File: src/rtl/hub75_defs.sv
// hub75_defs: shared panel geometry, scan timing constants and scanner state encoding.
package hub75_defs;
  localparam int PANEL_W = 64;
  localparam int PANEL_H = 64;
  localparam int SCAN_ROWS = 32;
  localparam int SLOT_CYCLES = 4;
  localparam int BLANK_CYCLES = 2;
  typedef enum logic [1:0] {
    SHIFT = 2'd0,
    BLANK = 2'd1,
    LATCH = 2'd2,
    DEAD  = 2'd3
  } state_t;
endpackage

File: src/rtl/hub75_slot_timer.sv
// hub75_slot_timer: walks 65 four-phase column slots while run is high, emitting phase strobes and slot_last.
module hub75_slot_timer
  import hub75_defs::*;
(
  input  logic       clk,
  input  logic       reset,
  input  logic       run,
  output logic [6:0] col,
  output logic [3:0] p,
  output logic       slot_last
);
  logic [1:0] phase;
  always_ff @(posedge clk) begin
    if (reset) begin
      phase <= 2'd0;
      col <= 7'd0;
    end else begin
      phase <= run ? phase + 2'd1 : 2'd0;
      col <= (!run || slot_last) ? 7'd0 : (phase == 2'(SLOT_CYCLES - 1)) ? col + 7'd1 : col;
    end
  end
  always_comb begin
    p = run ? 4'b0001 << phase : 4'b0000;
    slot_last = p[3] && col == 7'(PANEL_W);
  end
endmodule

File: src/rtl/hub75_scanner.sv
// hub75_scanner: 64x64 1/32-scan HUB75 scan engine; requests pixels, shifts row pairs, latches and displays.
// Define HUB75_DEAD_TIME_EN to insert DEAD_CYCLES blanked cycles after each latch.
module hub75_scanner
  import hub75_defs::*;
#(
  parameter int PAINT_LAT = 1,
  parameter int DEAD_CYCLES = 4
) (
  input  logic        clk,
  input  logic        reset,
  output logic [12:0] frame,
  output logic [5:0]  x,
  output logic [5:0]  y,
  input  logic [2:0]  rgb,
  output logic [2:0]  panel_rgb0,
  output logic [2:0]  panel_rgb1,
  output logic [4:0]  panel_addr,
  output logic        panel_sclk,
  output logic        panel_latch,
  output logic        panel_oe_n
);
  state_t state, next;
  logic [3:0] cnt;
  logic [4:0] row;
  logic lit;
  logic [6:0] col;
  logic [3:0] p;
  logic slot_last;
  logic [2:0] top, bot;
  hub75_slot_timer u_timer (
    .clk(clk),
    .reset(reset),
    .run(state == SHIFT),
    .col(col),
    .p(p),
    .slot_last(slot_last)
  );
  always_comb begin
    next = state;
    case (state)
      SHIFT: next = slot_last ? BLANK : SHIFT;
      BLANK: next = cnt == 4'(BLANK_CYCLES - 1) ? LATCH : BLANK;
`ifdef HUB75_DEAD_TIME_EN
      LATCH: next = DEAD;
`else
      LATCH: next = SHIFT;
`endif
      DEAD:  next = cnt == 4'(DEAD_CYCLES - 1) ? SHIFT : DEAD;
      default: next = SHIFT;
    endcase
    x = col[6] ? 6'(PANEL_W - 1) : col[5:0];
    y = {state == SHIFT && !p[0], row};
  end
  // At PAINT_LAT=2 the bottom pixel arrives on the same edge it is presented, so bypass bot
  always_ff @(posedge clk) begin
    if (reset) begin
      state <= SHIFT;
      cnt <= 4'd0;
      row <= 5'd0;
      frame <= 13'd0;
      lit <= 1'b0;
      top <= 3'd0;
      bot <= 3'd0;
      panel_rgb0 <= 3'd0;
      panel_rgb1 <= 3'd0;
      panel_addr <= 5'd0;
      panel_sclk <= 1'b0;
      panel_latch <= 1'b0;
      panel_oe_n <= 1'b1;
    end else begin
      state <= next;
      cnt <= next == state ? cnt + 4'd1 : 4'd0;
      row <= state == LATCH ? row + 5'd1 : row;
      frame <= (state == LATCH && row == 5'(SCAN_ROWS - 1)) ? frame + 13'd1 : frame;
      lit <= lit || state == LATCH;
      if (p[PAINT_LAT]) top <= rgb;
      if (p[PAINT_LAT + 1]) bot <= rgb;
      if (p[3] && !col[6]) begin
        panel_rgb0 <= top;
        panel_rgb1 <= PAINT_LAT == 2 ? rgb : bot;
      end
      panel_addr <= next == LATCH ? row : panel_addr;
      panel_sclk <= (p[1] || p[2]) && col != 7'd0;
      panel_latch <= next == LATCH;
      panel_oe_n <= !(next == SHIFT && (lit || state == LATCH));
    end
  end
endmodule

File: config.mk
export PLATFORM = sky130hd
export DESIGN_NAME = hub75_scanner
export DESIGN_NICKNAME = d
export VERILOG_FILES = /design/src/rtl/hub75_defs.sv /design/src/rtl/hub75_slot_timer.sv /design/src/rtl/hub75_scanner.sv
export SDC_FILE = /design/constraint.sdc
export NUM_CORES = 1
export LEC_CHECK = 0
export CAP_MARGIN = 20
export CORE_AREA = 8 8 63 105
export CTS_BUF_LIST = sky130_fd_sc_hd__clkbuf_8
export CTS_CLUSTER_DIAMETER = 50
export CTS_CLUSTER_SIZE = 20
export DETAILED_ROUTE_END_ITERATION = 6
export DIE_AREA = 0 0 71 113
export HOLD_SLACK_MARGIN = 0.08
export PLACE_DENSITY_LB_ADDON = 0.2
export SYNTH_ARGS = -nofsm -noshare
export SYNTH_HDL_FRONTEND = slang
export SYNTH_HIERARCHICAL = 1
export SYNTH_SLANG_ARGS = --single-unit
File: constraint.sdc
create_clock -name clk -period 1.95 [get_ports clk]
set_clock_uncertainty 0.2 [all_clocks]
set_input_delay 0.4875 -clock clk [delete_from_list [all_inputs] [get_ports clk]]
set_output_delay 0.4875 -clock clk [all_outputs]
set_load 0.1 [all_outputs]
After elaboration in Yosys (flattened, before gate mapping). Cells that the tools add are included.

Register bits: 54. Latch bits: 0. Bits in writable memories: 0. ROM bits: 0. Input bits: 5. Output and inout port bits: 39. Memories: 0.

Add/sub/neg operators: 5. $mul: 0. Div/mod/pow operators: 0. Magnitude comparators: 0. Equal/unequal tests: 10. Shifts and indexed selects: 1. Multiplexer cells: 6. Bitwise logic cells: 2. Reductions and logical operators: 19.

Operator list (number): adder 13 x 1 -> 13 bit (second input constant) (1); == test 2 bit (second input constant) (4); one-hot mux 2 bit (4 select lines) (1); adder 7 x 1 -> 7 bit (second input constant) (1); == test 7 bit (second input constant) (1); nonzero test 7 bit (1); logical AND 1 bit (6); 2-to-1 mux 6 bit (1); OR reduction 2 bit (3); adder 5 x 1 -> 5 bit (second input constant) (1); == test 5 bit (second input constant) (1); adder 4 x 1 -> 4 bit (second input constant) (1); == test 4 x 1 -> 1 bit (second input constant) (1); == test 4 x 2 -> 1 bit (second input constant) (1); logical NOT 1 bit (4); logical NOT 2 bit (2); 2-to-1 mux 2 bit (2); 2-to-1 mux 4 bit (1); << shifter 1 x 2 -> 4 bit (first input constant) (1); logical OR 1 bit (3); adder 2 x 1 -> 2 bit (second input constant) (1); == test 2 x 1 -> 1 bit (second input constant) (1); == test 2 bit (1); inverter 1 bit (2); 2-to-1 mux 1 bit (1).

Logic depth before layout (Yosys ltp). Gate-level depths: netlist of the first run.

Word-level depth: 8. Depth in mapped cells: 8. Depth with buffers taken out: 7.

Cells and area by module. The synthesis of the first run kept the hierarchy.

By module, submodules not included: hub75_scanner (instances 1, cells an instance 200, area an instance 1883.1 µm², sequential area each 900.9 µm²); hub75_slot_timer (instances 1, cells an instance 52, area an instance 539.3 µm², sequential area each 180.2 µm²).

Worst setup path after synthesis of the first run. No wires, ideal clock.

Path type: register to output. From: register state[1]. To: output port y[5]. Data arrival time: 2752 ps. Required time: 1262 ps. Setup slack: -1489 ps. Stages on the path, launching flop included: 5. Buffers on the path: 1. Cell sequence: dfxtp_1 buf_2 nor2_1 and2_1 nor3_1.

Cells in the longest elaborated chain, start to end: 4.

RTL lines: start, declared (RTL line hub75_scanner.sv:22) `state_t state, next;`; start signal, assigned (RTL line hub75_scanner.sv:71) `state <= next;`; logical NOT 2 bit (RTL line hub75_scanner.sv:33) `.run(state == SHIFT),`; 2-to-1 mux 4 bit (RTL line hub75_slot_timer.sv:23) `p = run ? 4'b0001 << phase : 4'b0000;`; named net p[0] (RTL line hub75_scanner.sv:27) `logic [3:0] p;`; logical NOT 1 bit (RTL line hub75_scanner.sv:52) `y = {state == SHIFT && !p[0], row};`; logical AND 1 bit (RTL line hub75_scanner.sv:52); end, declared (RTL line hub75_scanner.sv:13) `output logic [5:0] y,`.

The timed path passes the listed nets, and every way through them passes these cells.

Worst setup path in the final report of the first run.
From: register u_timer.phase[0]. To: output port y[5].

Cells in the longest elaborated chain, start to end: 4.

RTL lines: start, declared (RTL line hub75_slot_timer.sv:12) `logic [1:0] phase;`; start signal, assigned (RTL line hub75_slot_timer.sv:18) `phase <= run ? phase + 2'd1 : 2'd0;`; << shifter 1 x 2 -> 4 bit (RTL line hub75_slot_timer.sv:23); 2-to-1 mux 4 bit (RTL line hub75_slot_timer.sv:23); named net p[0] (RTL line hub75_scanner.sv:27); logical NOT 1 bit (RTL line hub75_scanner.sv:52); logical AND 1 bit (RTL line hub75_scanner.sv:52).

The timed path passes the listed nets, and every way through them passes these cells.

==> results of run 1 <==
sequential cells by signal, summed over array words and instances (netlist names), 2 cells and up:
name and count:
frame 13, u_timer/phase 2, panel_addr 5, panel_rgb0 3
state 2, bot 3, top 3, u_timer/col 7
cnt 4, row 5, panel_rgb1 3
cell families after synthesis:
family	count (synthesis)	synth area share, %
AND/OR/NAND/NOR	107	23.92
XOR/XNOR	18	6.508
flip-flops	54	44.63
AO/OA/AOI/OAI	19	5.786
adder cells (fa/ha/maj)	11	5.682
multiplexers	22	9.194
buffers and inverters	21	4.287
how the worst min path moves through the flow:
stage / start / cells past startpoint / end
6_report: cnt[0] / 1 / cnt[0]
5_1_grt: cnt[0] / 1 / cnt[0]
4_1_cts: cnt[0] / 1 / cnt[0]
3_5_place_dp: cnt[0] / 1 / cnt[0]
3_3_place_gp: cnt[0] / 1 / cnt[0]
2_1_floorplan: cnt[0] / 1 / cnt[0]
power by group:
part           internal (mW)  switching [mW]  leakage, nW
clock network          0.281           0.363       0.0463
registers               1.11          0.0141        0.451
logic                  0.101           0.129         1.05
synthesized netlist by cell type, drive strengths merged (7+ instances only):
| master | instances | area, um2 |
|---|---|---|
| nor2 | 49 | 183.9 |
| mux2i | 20 | 200.2 |
| dfxtp | 54 | 1081 |
| ha | 11 | 137.6 |
| xnor2 | 10 | 87.58 |
| xor2 | 8 | 70.07 |
| nand4 | 9 | 75.08 |
| inv | 10 | 37.54 |
| a21oi | 9 | 52.55 |
| nand2 | 7 | 26.28 |
what timing repair did:
item / 4_1_cts / 5_1_grt
endpoints found under the hold margin: 0 / 0
buffers inserted: 4 / 2
resized for setup: 2 / 6
gates cloned: 0 / 0
setup endpoints to repair: 4 / 10
pin swaps: 1 / 0
area by class of cell:
class | count | area [um2]
well taps | 55 | 68.82
multi-input cells | 177 | 1405
fillers | 374 | 1450
clock inverters | 2 | 7.507
repair buffers | 64 | 982.2
inverters | 10 | 37.54
flip-flops and latches | 54 | 1134
clock buffers | 6 | 82.58
metal layers:
metal | global-route usage [%] | vias to the layer above
li1 | - | 970
met3 | 4.606 | 8
met5 | 0 | -
met4 | 6.014 | 0
met2 | 26.20 | 38
met1 | 14.56 | 925
stage by stage:
stage | utilization, % | power, mW | instance area [um2] | hold slack [ps] | setup slack, ps
3_3_place_gp | 68.72 | 1.356 | 3551 | 244.0 | 89.69
5_1_grt | 71.94 | 2.071 | 3717 | 309.2 | -156.7
2_1_floorplan | - | 1.291 | 2626 | 233.4 | -192.0
4_1_cts | 71.16 | 2.000 | 3677 | 276.5 | -110.5
6_report | 71.94 | 1.997 | 3717 | 271.8 | -93.56
3_5_place_dp | 68.72 | 1.362 | 3551 | 253.5 | 52.44
==> metrics, run 1 <==
chip height=roughly 110 um; share of cells above drive strength 1=40.58%; Max Transition Viols Final=0; Iter 0 DRT Violations=88; worst endpoint required time=1260 ps; Yosys warnings=6; FMAX=0.4893 GHz; Final GP Congestion=0.7699; Cell Rows=35; worst setup path endpoint=y[5]; Total Nets Final=328; metal2 WL=around 3 mm; Post-synth EDFFs=0; syn nets=roughly 270; Final Hold Vio Count=0; Hold Path Class=flop to flop; failing checks=negative setup slack; CORE AREA=0.005167 mm2; drt pass-1 iters=4; number of vias per cell=5.274; source of the worst register-to-register timing path=row[1]; initial antenna violation count=0; Clock Tree Root=clkbuf_8; FF+latch count, synth=54; commonest non-fill, non-tap cell in the layout=nor2_1; Leak Pwr=1.548 nW; Worst path slowest cell=dfxtp_2; gr usage total=between 10% and 20%; WL met3=251 um; Placed Instances=around 350; final wirelength=about 5.6 mm; Starting Density=approximately 47%; Setup TNS Final=-93.56 ps; Sink Count=54; vias in the first global route=1997; post-synthesis sequential area ratio=44.63%; Die X=71 um; RR Endpoint=frame[11]; r2r setup slk=90 ps; Min Clock Period, post-route=2044 ps; ys async rst share=0%; Non-Filler Instances=about 370; Overflow after GRT=0; Power Density=537.3 mW/mm2; largest buffer count on any clock path=2; CP peak stage delay=between 300 and 400 ps; RSZ-0062 raised after global routing=true; worst path cell trace=inv_2 -> ha_4 -> and2_4 -> nor3_4 -> buf_12; Cell variety after synth=40; mean post-synth cell area=9.612 um2; Crit Path Category=flop to output port; CP endpoint kind=output port; worst slew pin tran=522.6 ps; Worst path depth=5; Routed Antenna Nets=0; IO buf count=between 40 and 50; CTS tree=yes; fin crit share=104.8%; final setup fails=1; met1 wire length=approximately 2.3 mm; Max-Cap Viols=0; Residual DRC=0; die area=0.008023 mm2; clock transition at the registers of the reported paths=90 ps; Diodes inserted=0; prevailing post-synth register cell=dfxtp_1; htree depth=2; commonest cells after routing, fill and taps aside=47 x nor2_1, 39 x buf_12, 32 x dfxtp_1; DR vias=1941; Worst setup SP type=flop; WL per Instance=15.19 um; Worst R2R Path Depth=7; CP Data Arrival Time=roughly 1400 ps; setup ws final=-93.56 ps; total CTS buffers=5; run status=finished, violations left; # hold bufs at CTS=0; crit path buf inv count=2; Syn Std Cell Area=around 0.0024 mm2; area added between synthesis and finish=53.46%; crit path launch=u_timer/phase[0]; largest net degree at the start of global routing=16; Slew headroom=65.04%; I/O pins=44; CP delay by family, top=flip-flops; worst skew pair latency=about 310 ps; Post-Synthesis Cells=between 200 and 300; VDD IR max=around 0.00051 V; hpwl dp=around 4 mm; CP Max Fanout=2; first-pass GRT wire length=9.342 mm; top sig layer=met4
Power figures use the tool's default switching activity.
==> run 2, diff against run 1 <==
--- a/config.mk
+++ b/config.mk
@@ -5,16 +5,18 @@
 export SDC_FILE = /design/constraint.sdc
 export NUM_CORES = 1
 export LEC_CHECK = 0
+export ABC_AREA = 1
 export CAP_MARGIN = 20
-export CORE_AREA = 8 8 63 105
+export CORE_AREA = 8 8 64 107
 export CTS_BUF_LIST = sky130_fd_sc_hd__clkbuf_8
 export CTS_CLUSTER_DIAMETER = 50
 export CTS_CLUSTER_SIZE = 20
 export DETAILED_ROUTE_END_ITERATION = 6
-export DIE_AREA = 0 0 71 113
+export DIE_AREA = 0 0 72 115
 export HOLD_SLACK_MARGIN = 0.08
 export PLACE_DENSITY_LB_ADDON = 0.2
 export SYNTH_ARGS = -nofsm -noshare
 export SYNTH_HDL_FRONTEND = slang
 export SYNTH_HIERARCHICAL = 1
 export SYNTH_SLANG_ARGS = --single-unit
+export TNS_END_PERCENT = 1
==> metrics, run 2 <==
top-count cell post-synth=nor2_1; leading registers by flop count=frame: 13 flops, u_timer/col: 7 flops; Sink Count=54; Worst R2R Path Depth=9; failing checks=negative setup slack; Yosys warnings=6; vias in the first global route=2342; fin area=0.003719 mm2; WL per Instance=12.47 um; Flop pwr share=54.4%; Syn Std Cell Area=approximately 0.0026 mm2; post-synthesis sequential area ratio=between 40% and 50%; top cells by area, synth=dfxtp_1 42%, nor2_1 9.4%, nand2_1 6.6%; r2r setup slk=~100 ps; hold depth=1; Total Nets Final=411; worst endpoint required time=roughly 1300 ps; Power Density=roughly 570 mW/mm2; first-pass GRT wire length=10.14 mm; hold_sp=cnt[0]; CP Data Arrival Time=1330 ps; Min Clock Period, post-route=~2000 ps; Cell Rows=36; CP endpoint kind=output port; Placed Instances=460; die area=just over 0.008 mm2; run status=finished, violations left; Sw Ratio=27.54%; RR Endpoint=frame[10]; final wirelength=5.888 mm; ys async rst share=0%; commonest non-fill, non-tap cell in the layout=nor2_1; syn nets=about 350; CTS tree=yes; chip height=115 um; clock transition at the registers of the reported paths=100 ps; crit path buf inv count=3; Crit Path Category=flop to output port; fin crit share=103.5%; GR peak layer=met2; total CTS buffers=5; CP delay by family, top=flip-flops; VDD IR max=a little over 0.0006 V; source of the worst register-to-register timing path=row[0]; met3 Use GR=~5%; met1 Track Usage GR=a little over an eighth; RSZ-0062 raised after global routing=true; dominant cell type by area after synthesis=dfxtp_1; Non-Filler Instances=472; final setup fails=1; max reg flops=13; Routed Antenna Nets=0; fillers=429; Commonest cells post-synth=64 x nor2_1, 54 x dfxtp_1, 45 x nand2_1, 38 x inv_1, 23 x o21ai_0; worst slack, placed=120.1 ps; largest net degree at the start of global routing=29; CORE AREA=0.005450 mm2; Overflow after GRT=0; CP peak stage delay=around 350 ps; Largest Register=frame; worst path cell trace=inv_2 -> ha_4 -> nand2_2 -> inv_2 -> nor3_4 -> buf_12; Worst path depth=6; hpwl dp=4.654 mm; initial antenna violation count=0; share of the synthesized area in the top cell type=~42%; switching pwr=581.5 uW; Leak Pwr=1.590 nW; CP Max Fanout=2; dpl cell area=0.003578 mm2; Final GP Congestion=0.8494; Slew headroom=between 70% and 80%; Clock Tree Root=clkbuf_8; area added between synthesis and finish=44.91%; worst hold endpoint=cnt[0]; worst skew pair latency=320 ps; Cell variety after synth=26; Iter 0 DRT Violations=90; number of vias per cell=4.886; prevailing post-synth register cell=dfxtp_1; worst slew pin tran=301.0 ps; commonest cells after routing, fill and taps aside=63 x nor2_1, 44 x nand2_1, 43 x dfxtp_1; Max Transition Viols Final=0; CP dominant cell by count=inv_2; I/O pins=44; Diodes inserted=0; htree depth=2; Final Hold Vio Count=0; Worst setup SP type=flop; Starting Density=47.08%; combinational share of power=13.6%; gr usage total=between 10% and 20%; drt pass-1 iters=5; largest buffer count on any clock path=2; area of the multi-input gates=roughly 0.0013 mm2; IO buf count=43; mean post-synth cell area=7.638 um2; Hold Path Class=flop to flop; Die X=between 70 and 80 um; flip-flop and latch area=0.001102 mm2; Worst path slowest cell=dfxtp_2; FF+latch count, synth=54; Max-Cap Viols=0; Residual DRC=0; Post-synth EDFFs=0; Post-Synthesis Cells=336; setup ws final=-67.69 ps; Internal Power=between 1.5 and 2 mW; FMAX=0.4956 GHz; grt met2 use=30.13%; Clock power frac=32.1%; Min Hold Slack=276.1 ps; DR vias=around 2300; share of cells above drive strength 1=29.80%
## run 2: changes by cell type after synthesis, moves of 6 or more
| cell | delta |
|---|---|
| nand3_1 | +13 |
| nor2_4 | +8 |
| a21oi_1 | +11 |
| clkbuf_1 | -6 |
| mux2i_1 | -20 |
| nand2_1 | +38 |
| inv_1 | +28 |
| o21ai_0 | +20 |
| xor2_1 | -6 |
| nor2_2 | +6 |
| nor2_1 | +15 |
| xnor2_1 | -9 |
## run 2: layout make-up
cell class,count,area share (%)
clock inverters,2,0.4711
multi-input cells,232,35.09
inverters,44,4.576
well taps,76,2.557
repair buffers,58,25.44
flip-flops and latches,54,29.64
clock buffers,6,2.221
## run 2: repair_timing
| action | 4_1_cts | 5_1_grt |
|---|---|---|
| gates resized for setup | 1 | 4 |
| endpoints found under the setup margin | 6 | 10 |
| buffers inserted | 4 | 0 |
| hold buffers | 0 | 0 |
| pin swaps | 2 | 0 |
## run 2: how the worst max path moves through the flow
stage	startpoint	slack [ps]	end
2_1_floorplan	u_timer/phase[0]	-150	y[5]
3_3_place_gp	reset	160	cnt[0]
3_5_place_dp	row[0]	120	frame[10]
4_1_cts	u_timer/phase[1]	-80	y[5]
5_1_grt	u_timer/phase[1]	-130	y[5]
6_report	u_timer/phase[0]	-70	y[5]
## run 2: cell families after synthesis
group	count (synthesis)	synth area share [%]
simple gates	173	33.69
xor+xnor	3	1.024
flops	54	42.13
fa+ha+maj	11	5.363
compound gates	45	9.264
buf+inv	50	8.532
## run 2: power groups by stage
stage / combinational [mW] / clock, mW / sequential [mW]
2_1_floorplan: 0.140 / 0 / 1.22
3_3_place_gp: 0.274 / 0 / 1.18
3_5_place_dp: 0.278 / 0 / 1.18
4_1_cts: 0.289 / 0.704 / 1.15
5_1_grt: 0.312 / 0.745 / 1.15
6_report: 0.287 / 0.677 / 1.15
## run 2: metrics by stage
stage | util (%) | total power, mW | setup TNS (ps)
finish | 68.23 | 2.112 | -67.69
global route | 68.23 | 2.209 | -358.4
CTS | 68.07 | 2.143 | -84.82
detailed placement | 65.66 | 1.456 | 0
global placement | 65.66 | 1.451 | 0
floorplan | - | 1.363 | -1181
## run 2: per-layer routing
layer	vias to the layer above	share of wire [%]
met1	1058	35
met4	0	3.2
met3	13	5.5
li1	1181	-
met5	-	0
met2	54	56
==> run 3, diff against run 2 <==
--- a/config.mk
+++ b/config.mk
@@ -6,7 +6,7 @@
 export NUM_CORES = 1
 export LEC_CHECK = 0
 export ABC_AREA = 1
-export CAP_MARGIN = 20
+export CAP_MARGIN = 0
 export CORE_AREA = 8 8 64 107
 export CTS_BUF_LIST = sky130_fd_sc_hd__clkbuf_8
 export CTS_CLUSTER_DIAMETER = 50
==> results of run 3 <==
No change in the layout: final DEF, timing and power equal those of run 2.
==> RTL change: new RTL, config.mk and constraints of run 2 <==
Take the reset off `panel_addr` and load it in a clocked block of its own.
--- a/src/rtl/hub75_scanner.sv
+++ b/src/rtl/hub75_scanner.sv
@@ -65,3 +65,2 @@
       panel_rgb1 <= 3'd0;
-      panel_addr <= 5'd0;
       panel_sclk <= 1'b0;
@@ -81,3 +80,2 @@
       end
-      panel_addr <= next == LATCH ? row : panel_addr;
       panel_sclk <= (p[1] || p[2]) && col != 7'd0;
@@ -87,2 +85,6 @@
   end
+
+  always_ff @(posedge clk) begin
+    panel_addr <= next == LATCH ? row : panel_addr;
+  end
 endmodule
Formal check against the unedited RTL: no difference found for any inputs over 10 cycles, from zero or initial values and one cycle with reset high; that may be too few to reach the edited logic, so the function may still have changed.
==> RTL change against run 2 <==
  * The run still ends with setup timing left
  * Power is 4.6% higher
  * Wire length is 8.6% lower
  * Design area is 2.1% lower
  * Non-clock buffer count is 5 lower
  * Area after synthesis is 3.8% lower
  * Worst setup slack better by 0.030 ns
  * Global-route usage is 1.7 points lower
  * Sequential cell count stayed put
==> RTL change: results <==
export IMPL_crit_start="u_timer/phase[0]"
export IMPL_reg_top3="frame (13), u_timer/col (7)"
export IMPL_peakVddDrop_mv=0.528
export IMPL_synth_edf_count=5
export IMPL_clockBufferDepth=2
export IMPL_endpoint="y[5]"
export IMPL_clk_latency_ns=0.31
export IMPL_drive_gt1_frac=0.294
export IMPL_wire_per_inst_um=12.0
export IMPL_tns_ns=-0.0378
export IMPL_r2r_setup_slack_ns=0.06
export IMPL_antenna_cells=0
export IMPL_globalRouteTotalUtil=0.139
export IMPL_synthTopCellsByCount="nor2_1 (63), dfxtp_1 (49), inv_1 (44), nand2_1 (38), o21ai_0 (22)"
export IMPL_status="complete, but fails checks"
export IMPL_yosysSeqAreaShare=0.458
export IMPL_dp_hpwl_mm=4.17
export IMPL_synth_compound_area_frac=0.0861
export IMPL_synthTopCellsByArea="dfxtp_1 (40%), nor2_1 (9.6%), inv_1 (6.7%), edfxtp_1 (6.1%), nand2_1 (5.8%)"
export IMPL_grt_max_degree=27
export IMPL_worst_pin_slew_ns=0.313
export IMPL_synth_cell_type_count=30
export IMPL_gp_congestion=0.851
export IMPL_min_from="row[3]"
export IMPL_grtUsageMet3=0.0428
export IMPL_antenna_found_initial=0
export IMPL_port_buffers=43
export IMPL_drt_iter0_drc=104
export IMPL_ys_warn_count=6
export IMPL_synth_adder_area_share=0.0557
export IMPL_synth_xor_xnor_area_share=0.0142
export IMPL_power_leakage_nw=1.52
export IMPL_crit_arrival_ns=1.30
export IMPL_grt_util_met2=0.266
export IMPL_slowest_stage="dfxtp_2"
export IMPL_grt_pass1_vias=2132
export IMPL_synthesis_nets=333
export IMPL_timing_rr_end="frame[9]"
export IMPL_grt_pass1_wl_mm=9.26
export IMPL_async_reset_ff_frac=0
export IMPL_holdPathStages=0
export IMPL_numCtsBuffers=5
export IMPL_vias_per_cell=4.67
export IMPL_hold_end="panel_addr[3]"
export IMPL_nNetsFinal=389
export IMPL_r2r_start="row[0]"
export IMPL_setup_viol=1
export IMPL_root_buffer="clkbuf_8"
export IMPL_crit_family="flip-flops"
export IMPL_use_met1=0.131
export IMPL_violations="setup timing"
export IMPL_first_pass_iters=4
export IMPL_cpPeakStageDelay_ns=0.35
export IMPL_setup_slack_ns=-0.0378
export IMPL_clk_pin_slew_ns=0.10
==> RTL change: routing by layer <==
| metal | wire length [um] | vias up |
|---|---|---|
| li1 | - | 1106 |
| met1 | 1970 | 958 |
| met2 | 3080 | 32 |
| met3 | 255 | 5 |
| met4 | 82 | 0 |
| met5 | 0 | - |
==> RTL change: worst register-to-register path: cells and delay by family, from the launching register on <==
| family | cells | cell delay, ns |
|---|---|---|
| DFF | 1 | 0.39 |
| AOI/OAI and AO/OA | 1 | 0.16 |
| and+or+nand+nor | 5 | 0.58 |
| buffers and inverters | 1 | 0.05 |
| adders and majority gates | 2 | 0.41 |
==> RTL change: stage by stage <==
step / hold slack [ns] / instances / util / setup slack (ns) / instance area (um2)
floorplan: 0.219 / 317 / - / -0.138 / 2520
global placement: 0.231 / 438 / 0.638 / 0.0846 / 3470
detailed placement: 0.245 / 438 / 0.638 / 0.0440 / 3470
CTS: 0.281 / 450 / 0.665 / -0.0675 / 3620
global route: 0.291 / 450 / 0.668 / -0.128 / 3640
finish: 0.282 / 450 / 0.668 / -0.0378 / 3640
==> RTL change: final cells by class <==
cell class,instances,area [um2]
clock buffer,6,82.6
inverter,47,176
sequential,54,1160
timing repair buffer,53,908
clock inverter,2,33.8
fill,431,1810
multi-input combinational,212,1180
tap,76,95.1
==> RTL change: where the power goes <==
part | switching [mW] | leakage [nW] | internal, mW | total (mW)
combinational | 0.172 | 1.01 | 0.110 | 0.282
clock | 0.353 | 0.0626 | 0.414 | 0.767
sequential | 0.0209 | 0.447 | 1.14 | 1.16
total | 0.546 | 1.52 | 1.66 | 2.21
==> RTL change: what timing repair did <==
action,in CTS,in global routing
pin swaps,1,2
resized for setup,2,8
buffers inserted,4,0
hold endpoints to repair,0,0
setup endpoints to repair,3,13
